--- src/rtl/axi_decerr_responder.sv ---
// Default-slave AXI4 responder: completes every write and read burst with DECERR
// and keeps a saturating failure count plus the last failing address.
module axi_decerr_responder #(
  parameter int unsigned          IdWidth   = 5,
  parameter int unsigned          AddrWidth = 64,
  parameter int unsigned          DataWidth = 64,
  parameter logic [DataWidth-1:0] RespData  = 64'hDEAD_BEEF_DEAD_BEEF
) (
  input  logic                   clk_i,
  input  logic                   rst_ni,
  input  logic                   aw_valid_i,
  output logic                   aw_ready_o,
  input  logic [IdWidth-1:0]     aw_id_i,
  input  logic [AddrWidth-1:0]   aw_addr_i,
  input  logic                   w_valid_i,
  output logic                   w_ready_o,
  input  logic                   w_last_i,
  input  logic [DataWidth-1:0]   w_data_i,
  input  logic [DataWidth/8-1:0] w_strb_i,
  output logic                   b_valid_o,
  input  logic                   b_ready_i,
  output logic [IdWidth-1:0]     b_id_o,
  output logic [1:0]             b_resp_o,
  input  logic                   ar_valid_i,
  output logic                   ar_ready_o,
  input  logic [IdWidth-1:0]     ar_id_i,
  input  logic [AddrWidth-1:0]   ar_addr_i,
  input  logic [7:0]             ar_len_i,
  output logic                   r_valid_o,
  input  logic                   r_ready_i,
  output logic [IdWidth-1:0]     r_id_o,
  output logic [DataWidth-1:0]   r_data_o,
  output logic [1:0]             r_resp_o,
  output logic                   r_last_o,
  output logic [31:0]            err_cnt_o,
  output logic [AddrWidth-1:0]   err_addr_o
);

  typedef enum logic [1:0] {W_IDLE = 2'b00, W_DATA = 2'b01, W_RESP = 2'b10} w_state_e;
  typedef enum logic       {R_IDLE = 1'b0, R_DATA = 1'b1} r_state_e;

  localparam logic [1:0] RespDecErr = 2'b11;

  w_state_e              w_state_q, w_state_d;
  r_state_e              r_state_q, r_state_d;
  logic                  init_q, init_d;
  logic [IdWidth-1:0]    b_id_q, b_id_d;
  logic [IdWidth-1:0]    r_id_q, r_id_d;
  logic [7:0]            r_cnt_q, r_cnt_d;
  logic [31:0]           err_cnt_q, err_cnt_d;
  logic [AddrWidth-1:0]  err_addr_q, err_addr_d;
  logic                  aw_hs_s, ar_hs_s, b_done_s, r_done_s;
  logic [1:0]            done_inc_s;
  logic [32:0]           cnt_sum_s;
  logic                  unused_wdata_s;

  // Write payload is discarded by design.
  assign unused_wdata_s = ^{w_data_i, w_strb_i};

  // State and bookkeeping registers.
  always_ff @(posedge clk_i or negedge rst_ni) begin
    if (!rst_ni) begin
      w_state_q  <= W_IDLE;
      r_state_q  <= R_IDLE;
      init_q     <= 1'b0;
      b_id_q     <= {IdWidth{1'b0}};
      r_id_q     <= {IdWidth{1'b0}};
      r_cnt_q    <= 8'd0;
      err_cnt_q  <= 32'd0;
      err_addr_q <= {AddrWidth{1'b0}};
    end else begin
      w_state_q  <= w_state_d;
      r_state_q  <= r_state_d;
      init_q     <= init_d;
      b_id_q     <= b_id_d;
      r_id_q     <= r_id_d;
      r_cnt_q    <= r_cnt_d;
      err_cnt_q  <= err_cnt_d;
      err_addr_q <= err_addr_d;
    end
  end

  // Write channel: accept AW, swallow W beats until last, then return B.
  always_comb begin
    w_state_d  = w_state_q;
    b_id_d     = b_id_q;
    aw_hs_s    = 1'b0;
    b_done_s   = 1'b0;
    aw_ready_o = 1'b0;
    w_ready_o  = 1'b0;
    b_valid_o  = 1'b0;
    b_id_o     = {IdWidth{1'b0}};
    b_resp_o   = 2'b00;
    case (w_state_q)
      W_IDLE: begin
        aw_ready_o = init_q;
        if (aw_valid_i && init_q) begin
          aw_hs_s   = 1'b1;
          b_id_d    = aw_id_i;
          w_state_d = W_DATA;
        end else begin
          w_state_d = W_IDLE;
        end
      end
      W_DATA: begin
        w_ready_o = 1'b1;
        if (w_valid_i && w_last_i) begin
          w_state_d = W_RESP;
        end else begin
          w_state_d = W_DATA;
        end
      end
      W_RESP: begin
        b_valid_o = 1'b1;
        b_id_o    = b_id_q;
        b_resp_o  = RespDecErr;
        if (b_ready_i) begin
          b_done_s  = 1'b1;
          w_state_d = W_IDLE;
        end else begin
          w_state_d = W_RESP;
        end
      end
      default: begin
        w_state_d = W_IDLE;
      end
    endcase
  end

  // Read channel: beat counter ends the burst when it reads zero before decrement,
  // so a length of 255 yields 256 beats without wrapping.
  always_comb begin
    r_state_d  = r_state_q;
    r_id_d     = r_id_q;
    r_cnt_d    = r_cnt_q;
    ar_hs_s    = 1'b0;
    r_done_s   = 1'b0;
    ar_ready_o = 1'b0;
    r_valid_o  = 1'b0;
    r_id_o     = {IdWidth{1'b0}};
    r_data_o   = {DataWidth{1'b0}};
    r_resp_o   = 2'b00;
    r_last_o   = 1'b0;
    case (r_state_q)
      R_IDLE: begin
        ar_ready_o = init_q;
        if (ar_valid_i && init_q) begin
          ar_hs_s   = 1'b1;
          r_id_d    = ar_id_i;
          r_cnt_d   = ar_len_i;
          r_state_d = R_DATA;
        end else begin
          r_state_d = R_IDLE;
        end
      end
      R_DATA: begin
        r_valid_o = 1'b1;
        r_id_o    = r_id_q;
        r_data_o  = RespData;
        r_resp_o  = RespDecErr;
        r_last_o  = (r_cnt_q == 8'd0);
        if (r_ready_i && (r_cnt_q == 8'd0)) begin
          r_done_s  = 1'b1;
          r_state_d = R_IDLE;
        end else if (r_ready_i) begin
          r_cnt_d   = r_cnt_q - 8'd1;
          r_state_d = R_DATA;
        end else begin
          r_state_d = R_DATA;
        end
      end
      default: begin
        r_state_d = R_IDLE;
      end
    endcase
  end

  // Statistics: AR address wins on a tie; counter saturates instead of wrapping.
  always_comb begin
    init_d     = 1'b1;
    done_inc_s = {1'b0, b_done_s} + {1'b0, r_done_s};
    cnt_sum_s  = {1'b0, err_cnt_q} + {31'd0, done_inc_s};
    if (cnt_sum_s[32]) begin
      err_cnt_d = 32'hFFFF_FFFF;
    end else begin
      err_cnt_d = cnt_sum_s[31:0];
    end
    if (ar_hs_s) begin
      err_addr_d = ar_addr_i;
    end else if (aw_hs_s) begin
      err_addr_d = aw_addr_i;
    end else begin
      err_addr_d = err_addr_q;
    end
  end

  assign err_cnt_o  = err_cnt_q;
  assign err_addr_o = err_addr_q;

endmodule

--- config.mk ---
export PLATFORM = sky130hd
export DESIGN_NAME = axi_decerr_responder
export DESIGN_NICKNAME = d
export VERILOG_FILES = /design/src/rtl/axi_decerr_responder.sv
export SDC_FILE = /design/constraint.sdc
export NUM_CORES = 1
export LEC_CHECK = 0
export CORE_AREA = 2 2 158 160
export CTS_CLUSTER_DIAMETER = 100
export CTS_CLUSTER_SIZE = 16
export DETAILED_ROUTE_END_ITERATION = 8
export DIE_AREA = 0 0 160 162
export HOLD_SLACK_MARGIN = 0.08
export PLACE_DENSITY = 0.59
export SLEW_MARGIN = 20
export SYNTH_ARGS = -nofsm -noshare
export SYNTH_HDL_FRONTEND = slang
export SYNTH_SLANG_ARGS = --single-unit
export TNS_END_PERCENT = 1
--- constraint.sdc ---
create_clock -name clk_i -period 6.59 [get_ports clk_i]
set_input_delay 0.9885 -clock clk_i [delete_from_list [all_inputs] [get_ports clk_i]]
set_output_delay 0.9885 -clock clk_i [all_outputs]
set_load 0.005 [all_outputs]
==> flow_summary.yaml <==
global_route:
  antenna_found_initial: 0
  grt_use_total_pct: 14.3
  grt_pass1_wl_um: 29500
  grt_max_degree: 72
  grt_overflow_total: 0
  grt_pass1_vias: 5299
sta:
  setup_viol: 0
  fmax_mhz: 283
  hold_viol: 0
  grt_setup_unrepaired: "no"
  finalCritPeriodShare_pct: 53.6
  fin_hold_ws_ps: 472
  min_period_ps: 3530
  drv_slew: 0
  maxSlewHeadroom_pct: 36.5
  fin_setup_tns_ps: 0
  worst_slew_pin_slew_ps: 952
  skew_ps: 11.2
synth:
  yosysMostFrequentCell: "dfrtp_1"
  synth.distinct_cells: 45
  synth_edf_count: 0
  synth_top_cell_by_area: "dfrtp_1"
  synth.yosys.seq_area_share_pct: 46.9
  ys_async_sr_fraction_pct: 100
  syn-instance-count: 637
  ys_ff_latch: 118
  avgSynthCellArea_um2: 9.89
  ys_top_cells_by_count: "dfrtp_1, nand2_1, o21ai_1"
  synth_top_flop_cell: "dfrtp_1"
  synthTopCellsByArea: "dfrtp_1, mux2i_1, buf_4"
  netlist_area_um2: 6300
  synth_top_area_share_pct: 46.9
  yosys_warnings: 0
layout:
  drive_above_1_share_pct: 4.87
  stdcell_area_um2: 9900
  fill_cells: 2439
  diodes: 0
  finalNetCount: 1122
  areaGrowthSynthToFinish_pct: 57.1
  instances_no_fill: 1228
hold_path:
  holdPathStages: 2
  hp-class: "flip-flop to flip-flop"
worst_setup_path:
  max_stage_delay_ps: 500
  r2r_cells: 11
  required_ps: 6900
  worstSetupPathType: "flip-flop to flip-flop"
  arrival_ps: 3850
  cp-start-kind: "flip-flop"
  crit_chain: "inv_1 > ha_1 > nor3b_1 > and3_1 > and2_1 > fa_1 > ha_1 > nand3_1 > nor2_1 > nand4_4 > o21ai_1"
  cp_slowest_cell: "nor3b_1"
  timing.critical_path.mode_cell: "ha_1"
  cp_max_fo: 27
  cp-end-kind: "flip-flop"
drt:
  vias: 5452
  dr.pass1.iters: 4
  drtIter0Drc: 243
  final_antenna_net_count: 0
  wl_um: 18800
  wire_per_inst_um: 15.3
  vias_per_cell: 4.44
  drc_errors: 0
clocking:
  clk_path_buf_depth: 2
  clkLatencyLatePin_ps: 410
  tritoncts: "built"
  tritoncts_num_sinks: 118
  cts_hold_buf: 0
  clk_pin_slew_ps: 60
  cts-resized-gates: 0
  cts_made_buffers: 17
  cts-root-buf: "clkbuf_16"
  cts-htree-levels: 4
  cts_setup_buffers: 0
power:
  p_per_area_nw_per_um2: 362
  power_uw: 3580
  p_leak_uw: 0.00402
  vdd_drop_max_mv: 0.147
floorplan:
  die_x_um: 160
  io_pins: 406
  start_util_pct: 26.1
  fp-row-count: 57
  die-area_um2: 25900
  die_h_um: 162
  coreArea_um2: 24100
status:
  status: "completed"
placed_design:
  io_buffers: 317
  placed_cell_area_um2: 9290
  gp_congestion: 0.769
  dp_hpwl_um: 13500
  place_inst: 1197
flow_run:
  maxCapViolCount: 0
-- flip-flops by register name (all words and copies together) (netlist names) --
name        cells
r_id_q          5
r_cnt_q         8
err_cnt_o      32
w_state_q       2
b_id_q          5
init_q          1
r_state_q       1
err_addr_o     64
-- worst max-delay path, delay by kind of cell, from the launching register on --
family	cells	cell delay [ps]
flops	1	380
compound gates	1	260
fa+ha+maj	3	640
buf+inv	1	120
simple gates	6	2040
-- final cells by class --
cell class	count	area (um^2)	share of cell area [%]
Timing Repair Buffer	321	3200	32.3
Clock buffer	23	488	4.93
Sequential cell	118	2950	29.8
Inverter	10	37.5	0.379
Multi-Input combinational cell	424	2690	27.2
Tap cell	324	405	4.09
Clock inverter	8	121	1.23
-- final timing paths --
check / startpoint / end / slack (ps)
max reg2reg: r_cnt_q[0] / err_cnt_o[21] / 3060
max: r_cnt_q[0] / err_cnt_o[21] / 3060
min reg2reg: r_id_q[0] / r_id_q[0] / 470
min in group asynchronous: rst_ni / err_cnt_o[25] / 660
min: r_id_q[0] / r_id_q[0] / 470
max in group asynchronous: rst_ni / r_state_q / 4630
-- routing by layer --
metal | track usage, % | up-vias | part of all wire (%)
met5 | 0 | - | 0
met4 | 4.38 | 0 | 1.2
met3 | 4.39 | 14 | 7.2
met2 | 23.6 | 213 | 49
met1 | 18.2 | 2567 | 43
li1 | - | 2658 | -
-- power by group --
part / switching [uW] / internal [uW]
logic: 500 / 931
registers: 199 / 990
clock network: 333 / 632
total: 1030 / 2550
-- metrics by stage --
stage          utilization [%]  setup WS [ps]
2_1_floorplan                -           3450
3_3_place_gp              38.5           2840
3_5_place_dp              38.5           2790
4_1_cts                   41.1           3040
5_1_grt                   41.1           2760
6_report                  41.1           3060
-- logic make-up (layout without fill, tap and decap cells) --
logic type	Yosys count	after routing	synth area share (%)
other	2	17	0.119
multiplexers	78	78	12.6
adder cells (fa/ha/maj)	4	4	0.913
AND/OR/NAND/NOR	197	197	16.3
flip-flops	118	118	46.9
buffers and inverters	110	362	11.4
AO/OA/AOI/OAI	120	120	10.8
XOR/XNOR	8	8	1.11
-- placed cells by master, fill, tap and decap left out, types with 3 or more instances in the layout --
cell type	count
nor3_1	5
o31ai_1	5
o21ai_1	79
mux2_1	8
dfrtp_1	117
clkinv_2	3
clkbuf_8	4
nand2b_1	4
clkdlybuf4s50_1	316
nor4_1	6
nand2_1	101
nor2b_1	3
a31oi_1	8
nand4_1	6
buf_4	5
o221a_1	5
nand3_1	12
mux2i_1	69
clkbuf_16	17
and4_1	8
o21ai_0	5
bufinv_16	3
and2_1	14
ha_1	3
or4_1	5
xnor2_1	6
inv_1	10
nor2_1	6
conb_1	17
a21oi_1	11
and3_1	16
Power figures use the tool's default switching activity.
